$ cat src/rtl/nco_sweep_ctrl.sv
// Stepped-frequency sweep sequencer for the NCO tuning input: walks a tuning word
// from a start value by a signed increment, holding each word for a dwell count.
module nco_sweep_ctrl #(
  parameter int FCW_W      = 32,
  parameter int STEP_CNT_W = 12,
  parameter int DWELL_W    = 16
) (
  input  logic                  clk_top,
  input  logic                  rst_top,
  input  logic                  cfg_valid,
  output logic                  cfg_ready,
  input  logic [FCW_W-1:0]      cfg_start_fcw,
  input  logic [FCW_W-1:0]      cfg_step_fcw,
  input  logic [STEP_CNT_W-1:0] cfg_num_steps,
  input  logic [DWELL_W-1:0]    cfg_dwell,
  input  logic                  cfg_loop,
  input  logic                  start,
  input  logic                  abort,
  output logic [FCW_W-1:0]      nco_fcw,
  output logic                  busy,
  output logic                  done,
  output logic [STEP_CNT_W-1:0] step_idx
);

  typedef enum logic [1:0] {IDLE, RUN, DONE} state_t;

  state_t                  state, state_nxt;
  logic [FCW_W-1:0]        start_r, start_nxt;
  logic signed [FCW_W-1:0] step_r, step_nxt;
  logic [STEP_CNT_W-1:0]   num_r, num_nxt;
  logic [DWELL_W-1:0]      dwell_r, dwell_nxt;
  logic                    loop_r, loop_nxt;
  logic [DWELL_W-1:0]      dwell_cnt, dwell_cnt_nxt;
  logic [FCW_W-1:0]        fcw_nxt;
  logic [STEP_CNT_W-1:0]   idx_nxt;
  logic                    busy_nxt, done_nxt;
  logic                    cfg_take;

  // Zero-valued step count and dwell both behave as one.
  function automatic logic [STEP_CNT_W-1:0] last_index(input logic [STEP_CNT_W-1:0] n);
    return (n == '0) ? '0 : n - 1'b1;
  endfunction

  function automatic logic [DWELL_W-1:0] dwell_reload(input logic [DWELL_W-1:0] d);
    return (d == '0) ? '0 : d - 1'b1;
  endfunction

  assign cfg_ready = (state != RUN);
  assign cfg_take  = cfg_valid && cfg_ready;

  always_comb begin
    state_nxt     = state;
    start_nxt     = start_r;
    step_nxt      = step_r;
    num_nxt       = num_r;
    dwell_nxt     = dwell_r;
    loop_nxt      = loop_r;
    dwell_cnt_nxt = dwell_cnt;
    fcw_nxt       = nco_fcw;
    idx_nxt       = step_idx;
    busy_nxt      = busy;
    done_nxt      = 1'b0;

    // A start in the same cycle as an accepted config uses the new fields.
    if (cfg_take) begin
      start_nxt = cfg_start_fcw;
      step_nxt  = cfg_step_fcw;
      num_nxt   = cfg_num_steps;
      dwell_nxt = cfg_dwell;
      loop_nxt  = cfg_loop;
    end

    if (abort) begin
      state_nxt     = IDLE;
      fcw_nxt       = '0;
      idx_nxt       = '0;
      dwell_cnt_nxt = '0;
      busy_nxt      = 1'b0;
    end else begin
      case (state)
        IDLE, DONE: begin
          if (start) begin
            state_nxt     = RUN;
            busy_nxt      = 1'b1;
            fcw_nxt       = start_nxt;
            idx_nxt       = '0;
            dwell_cnt_nxt = dwell_reload(dwell_nxt);
          end
        end
        RUN: begin
          if (dwell_cnt != '0) begin
            dwell_cnt_nxt = dwell_cnt - 1'b1;
          end else if (step_idx < last_index(num_r)) begin
            fcw_nxt       = $signed(nco_fcw) + step_r;
            idx_nxt       = step_idx + 1'b1;
            dwell_cnt_nxt = dwell_reload(dwell_r);
          end else if (loop_r) begin
            fcw_nxt       = start_r;
            idx_nxt       = '0;
            dwell_cnt_nxt = dwell_reload(dwell_r);
          end else begin
            state_nxt = DONE;
            busy_nxt  = 1'b0;
            done_nxt  = 1'b1;
          end
        end
        default: state_nxt = IDLE;
      endcase
    end
  end

  always_ff @(posedge clk_top) begin
    if (rst_top) begin
      state     <= IDLE;
      start_r   <= '0;
      step_r    <= '0;
      num_r     <= '0;
      dwell_r   <= '0;
      loop_r    <= 1'b0;
      dwell_cnt <= '0;
      nco_fcw   <= '0;
      step_idx  <= '0;
      busy      <= 1'b0;
      done      <= 1'b0;
    end else begin
      state     <= state_nxt;
      start_r   <= start_nxt;
      step_r    <= step_nxt;
      num_r     <= num_nxt;
      dwell_r   <= dwell_nxt;
      loop_r    <= loop_nxt;
      dwell_cnt <= dwell_cnt_nxt;
      nco_fcw   <= fcw_nxt;
      step_idx  <= idx_nxt;
      busy      <= busy_nxt;
      done      <= done_nxt;
    end
  end

endmodule

$ cat config.mk
export PLATFORM = sky130hd
export DESIGN_NAME = nco_sweep_ctrl
export DESIGN_NICKNAME = d
export VERILOG_FILES = /design/src/rtl/nco_sweep_ctrl.sv
export SDC_FILE = /design/constraint.sdc
export NUM_CORES = 1
export LEC_CHECK = 0
export ABC_AREA = 1
export CELL_PAD_IN_SITES_DETAIL_PLACEMENT = 1
export CELL_PAD_IN_SITES_GLOBAL_PLACEMENT = 2
export CORE_ASPECT_RATIO = 0.75
export CORE_UTILIZATION = 30
export CTS_CLUSTER_DIAMETER = 60
export CTS_CLUSTER_SIZE = 20
export DETAILED_ROUTE_END_ITERATION = 8
export PLACE_DENSITY = 0.87
export SLEW_MARGIN = 20
export SYNTH_ARGS = -nofsm -noshare
export SYNTH_HDL_FRONTEND = slang
export SYNTH_SLANG_ARGS = --single-unit
$ cat constraint.sdc
create_clock -name clk_top -period 3.97 [get_ports clk_top]
set_input_delay 0.397 -clock clk_top [delete_from_list [all_inputs] [get_ports clk_top]]
set_output_delay 0.397 -clock clk_top [all_outputs]
set_load 0.005 [all_outputs]
==> out/qor.yml, run 1 <==
final_cell_mix: "465 x nand2_1, 371 x nor2_1, 222 x inv_1, 157 x dfxtp_1, 143 x clkdlybuf4s50_1"
synth_cells: 1849
grt_usage_pct: 22.7
p_leak_nw: 6.60
syn2layout_area_growth_pct: 22.8
overflow: 0
numCtsBuffers: 17
slew_headroom_pct: 56.9
slew_violations: 0
hold_viol: 0
cts_buffer_depth: 2
first_pass_iters: 5
syn_nets: 1997
routed_wl_mm: 42.0
cts.sinks: 157
wire_per_inst_um: 17.0
synth_cell_types: 43
htree_levels: 4
fin_setup_tns_ns: 0
synth_area_um2: 11200
pwr_density_cell_nw_per_um2: 373
hpwl_mm: 32.5
root_buffer: "clkbuf_16"
io-pin-count: 145
setup_viol: 0
ys_seq_area_share_pct: 28.1
finClkSkew_ns: 0.0165
antenna_found_initial: 0
fp.dieW_um: 225
async_flop_share_pct: 0
drt_iter0_markers: 731
synth_edf_count: 0
start_kind: "flop"
place_congestion: 0.905
finalCriticalPeriod_ns: 3.54
ys_ff_latch: 157
n_antenna_cell: 0
avgViaCountPerCell: 4.84
coreArea_um2: 36300
yosys_warnings: 0
io_buffers: 144
rows: 60
cts_hold_buf: 0
clk_latency_ns: 0.47
nNetsFinal: 2119
grt_pass1_wl_mm: 66.7
ys_top_cells_by_area: "dfxtp_1 28%, nand2_1 16%, nor2_1 13%"
num_vias: 12004
worstPathArrival_ns: 3.89
synth_flop_cell: "dfxtp_1"
cts_tree: "yes"
worst_pin_slew_ns: 0.645
irDropWorstVdd_mv: 0.322
status: "finished clean"
period_share_pct: 89.1
rsz0062_at_grt: "false"
final_area_um2: 13700
die_y_um: 169
syn_avg_cell_area_um2: 6.04
critical_path.max_fanout: 22
min_path_type: "input pin to flop"
dpl_cell_area_um2: 13100
clk_pin_slew_ns: 0.07
end_kind: "flop"
die_area_um2: 38000
remaining_drc_errors: 0
initial_core_util_pct: 30.8
fmax_ghz: 0.283
yosys.area.top_type: "dfxtp_1"
antenna_left: 0
maxCapViolCount: 0
drive_gt1_share_pct: 6.50
synth_top_area_share_pct: 28.1
crit_type: "flop to flop"
final_common_cell: "nand2_1"
grt_max_degree: 58
grt_pass1_vias: 11995
crit_required_ns: 4.32
[layer usage]
layer  GRT usage (%)  part of all wire [%]  routed length, um
met2            33.7                    42              17500
met3            3.58                   3.9               1630
met4            5.62                   1.4                585
met1            33.7                    53              22300
met5               0                     0                  0
[repair_timing]
item	CTS	global route
setup endpoints to repair	0	35
resized for setup	0	4
setup buffers	0	3
[per-stage QoR]
stage	instances	hold WS (ns)	power, W	worst slack, ns	util [%]
2_1_floorplan	1849	0.459	0.00285	0.795	-
3_3_place_gp	2445	0.476	0.00336	0.506	36.0
3_5_place_dp	2445	0.483	0.00340	0.233	36.0
4_1_cts	2477	0.336	0.00514	0.200	37.7
5_1_grt	2480	0.346	0.00543	0.0407	37.8
6_report	2480	0.341	0.00511	0.431	37.8
[flip-flops by register name (all words and copies together) (netlist names), 2 cells and up]
name / flops
start_r: 32
dwell_cnt: 16
state: 2
num_r: 12
step_idx: 12
nco_fcw: 32
step_r: 32
dwell_r: 16
[cell type report]
class                   instances  area (um2)
flip-flops and latches        157        3140
fillers                      4752       22500
inverters                     229         860
multi-input cells            1396        6840
well taps                     496         621
clock inverters                13         155
repair buffers                170        1650
clock buffers                  19         443
[worst paths after layout]
| kind | from | end | slack, ns | cells after the start |
|---|---|---|---|---|
| worst min-delay path | rst_top | dwell_r[10] | 0.34 | 2 |
| worst min register to register | step_r[28] | step_r[28] | 0.49 | 2 |
| worst max register to register | num_r[0] | nco_fcw[1] | 0.43 | 20 |
| worst max-delay path | num_r[0] | nco_fcw[1] | 0.43 | 20 |
[cell families (layout without fill, tap and decap cells)]
kind of cell	count (synthesis)	count (layout)	share of synthesized area [%]
simple gates	1083	1083	40.6
fa+ha+maj	50	50	5.67
buf+inv	296	431	10.9
flops	157	157	28.1
mux	18	18	1.61
xor+xnor	51	51	4.00
compound gates	194	194	9.07
[synth_stat cells (4+ instances only)]
cell	instances
buf_2	18
a21oi_1	73
dfxtp_1	157
mux2i_1	18
o21ai_1	14
buf_6	8
nor2_2	7
o22ai_1	4
nor3_1	13
nand4_1	24
clkbuf_1	32
buf_4	5
nor2_1	373
xnor2_1	17
nand2_1	465
nand2_2	4
nand3_1	138
xor2_1	34
ha_1	49
inv_2	6
o21ai_2	5
nand3b_1	5
inv_1	223
nor4_1	5
or2_2	38
o21ai_0	90
buf_1	4
[worst max-delay path, cell delays in order, from the launching register on]
cell and delay, ns:
dfxtp_1 0.31, inv_1 0.14, ha_1 0.17, inv_1 0.05, or2_2 0.28, nor2_1 0.13
inv_1 0.08, nor3_1 0.18, or2_2 0.15, nand3_1 0.08, ha_1 0.28, nand2_1 0.08
o21ai_0 0.07, nor2b_1 0.14, nor2_2 0.35, nand2_4 0.10, nand3_4 0.22, buf_6 0.29
nand3_1 0.12, nor2_1 0.12, nor2_1 0.08
[power by group]
| group | internal [W] | leakage, nW | switching (W) |
|---|---|---|---|
| clock | 0.000956 | 0.289 | 0.000778 |
| sequential | 0.00169 | 1.29 | 0.000112 |
| combinational | 0.000612 | 5.02 | 0.000960 |
| total | 0.00326 | 6.60 | 0.00185 |
Note: power is estimated with default switching activity, not from simulation.
==> run 2: changes to the inputs <==
Settings changed: CORE_UTILIZATION 30 to 32, CTS_CLUSTER_DIAMETER 60 to 100, PLACE_DENSITY 0.87 to 0.91.
Clock period 3.97 ns to 4.5 ns, I/O delays scaled along.
==> run 2 against run 1 <==
Against the previous run:
- clock-buffer cell count fell by 2
- largest power group unchanged
- register-to-register slack improved by 0.29 ns
- global-route usage is 0.97 points higher
- via count about the same
- sequential power down 12%
==> out/qor.yml, run 2 (synthesized netlist as in run 1, its figures left out) <==
cts_setup_buffers: 0  # unchanged
pwr_density_cell_nw_per_um2: 326  # -13%
grt_pass1_wl_mm: 65.4  # -2.0%
timing.rr.start: "num_r[2]"
fin_setup_tns_ns: 0  # unchanged
fmax_ghz: 0.265  # -6.3%
rsz0062_at_grt: "false"
min_path_type: "input pin to flop"
avgViaCountPerCell: 4.96  # +2.4%
dp.cells: 2391  # -2.2%
p_sw_share_pct: 36.7  # +0.49 points
cts.sinks: 157  # unchanged
hpwl_mm: 32.1  # -1.1%
status: "finished clean"
antenna_left: 0  # unchanged
worst_pin_slew_ns: 0.881  # +0.236 ns
whs_ns: 0.400  # +0.0593 ns
crit_start: "num_r[2]"
n_antenna_cell: 0  # unchanged
start_kind: "flop"
first_pass_iters: 5  # unchanged
period_share_pct: 83.9  # -5.2 points
die_area_um2: 35700  # -6.2%
fp.dieW_um: 218  # -3.1%
crit_required_ns: 4.85  # +0.53 ns
nNetsFinal: 2108  # -0.52%
instances_no_fill: 2423  # -2.3%
cts_hold_buf: 0  # unchanged
utilization_pct: 39.8  # +2.0 points
worstPathArrival_ns: 4.12  # +0.23 ns
io_buffers: 144  # unchanged
dp_slack_ns: 0.747  # +0.513 ns
p_leak_nw: 6.51  # -1.3%
min_from: "rst_top"
drt_iter0_markers: 603  # -18%
numCtsBuffers: 17  # unchanged
finClkSkew_ns: 0.0126  # -0.00393 ns
setup_viol: 0  # unchanged
power.switching_w: 0.00161  # -13%
die_y_um: 164  # -3.1%
critical_path.max_fanout: 30  # +36%
combPwrFrac_pct: 31.0  # +0.3 points
final_cell_mix: "465 x nand2_1, 371 x nor2_1, 222 x inv_1, 157 x dfxtp_1, 143 x clkdlybuf4s50_1"
initial_core_util_pct: 32.9  # +2.1 points
remaining_drc_errors: 0  # unchanged
reg.largest.list: "nco_fcw x32, start_r x32, step_r x32"
cts_tree: "yes"
routed_wl_mm: 41.4  # -1.5%
pwr-share-seq_pct: 36.2  # +0.9 points
clk_latency_ns: 0.46  # about the same
coreArea_um2: 34000  # -6.3%
syn2layout_area_growth_pct: 21.0
slew_headroom_pct: 41.2  # -16 points
finalCriticalPeriod_ns: 3.78  # +0.237 ns
rows: 58  # -3.3%
maxCapViolCount: 0  # unchanged
grt_pass1_vias: 11997  # +0.017%
grt_max_degree: 55  # -5.2%
overflow: 0  # unchanged
place_congestion: 0.902  # -0.38%
regToRegSetupSlack_ns: 0.72  # +0.29 ns
pwr-share-clk_pct: 32.8  # -1.1 points
final_common_cell: "nand2_1"
slew_violations: 0  # unchanged
wire_per_inst_um: 17.1  # +0.80%
clk_pin_slew_ns: 0.07  # about the same
grt_usage_pct: 23.7  # +0.97 points
end_kind: "flop"
post_cts_resized: 0  # unchanged
hold_viol: 0  # unchanged
setup_slack_ns: 0.725  # +0.293 ns
num_vias: 12006  # +0.017%
htree_levels: 4  # unchanged
antenna_found_initial: 0  # unchanged
crit_type: "flop to flop"
cts_buffer_depth: 2  # unchanged
io-pin-count: 145  # unchanged
power.internal_w: 0.00279  # -15%
irDropWorstVdd_mv: 0.168  # -48%
root_buffer: "clkbuf_16"
drive_gt1_share_pct: 5.98  # -0.52 points
run 2: cell count changes in the layout (fill, tap and decap cells not counted):
cell / delta
buf_4: -10
buf_6: -1
bufinv_16: -1
clkbuf_1: -1
clkbuf_8: -1
clkinv_2: +2
clkinv_4: -3
clkinvlp_4: +4
nand2_2: +1
nand2_8: -1
nor3b_1: +1
nor3b_2: -1
run 2: cell type report:
type	count	area, um2
Clock buffer	17	425
Sequential cell	157	3140
Fill cell	4549	20400
Tap cell	450	563
Multi-Input combinational cell	1396	6820
Timing Repair Buffer	159	1560
Clock inverter	15	139
Inverter	229	860
run 2: power groups by stage:
stage / clock network [W] / registers [W] / logic, W
after floorplan: 0 / 0.00159 / 0.000928
after global placement: 0 / 0.00162 / 0.00132
after detailed placement: 0 / 0.00162 / 0.00136
after CTS: 0.00148 / 0.00159 / 0.00137
after global routing: 0.00153 / 0.00161 / 0.00154
final: 0.00144 / 0.00159 / 0.00137
run 2: worst paths after layout:
path | end | depth (start not counted)
worst max-delay path | dwell_cnt[2] | 21
worst min-delay path | dwell_r[12] | 2
worst max register to register | dwell_cnt[2] | 21
worst min register to register | step_r[27] | 2
run 2: through the flow:
| step | area [um2] | power (W) |
|---|---|---|
| 6_report | 13500 | 0.00440 |
| 5_1_grt | 13500 | 0.00468 |
| 4_1_cts | 13500 | 0.00444 |
| 3_5_place_dp | 12900 | 0.00299 |
| 3_3_place_gp | 12900 | 0.00294 |
| 2_1_floorplan | 11200 | 0.00252 |
run 2: worst max-delay path, cell delays in order (launching register included):
cell,delay (ns)
dfxtp_1,0.34
nor2_1,0.14
nand2_1,0.09
nor3_1,0.39
nor3b_1,0.37
nand3_1,0.11
nor2_1,0.12
xor2_1,0.15
nand2_1,0.07
ha_1,0.29
nand2_1,0.10
inv_1,0.04
nand3_1,0.08
nor3_1,0.06
nand2_2,0.11
buf_4,0.34
nand3_1,0.15
nand3_1,0.11
buf_4,0.31
nand3_1,0.14
inv_1,0.08
nor2_1,0.05
run 2: metal layers:
metal / up-vias / routed length (um) / global-route usage (%)
li1: 6012 / - / -
met3: 22 / 1780 / 3.81
met2: 205 / 17500 / 36.2
met4: 0 / 250 / 3.71
met5: - / 0 / 0
met1: 5767 / 21900 / 35.0
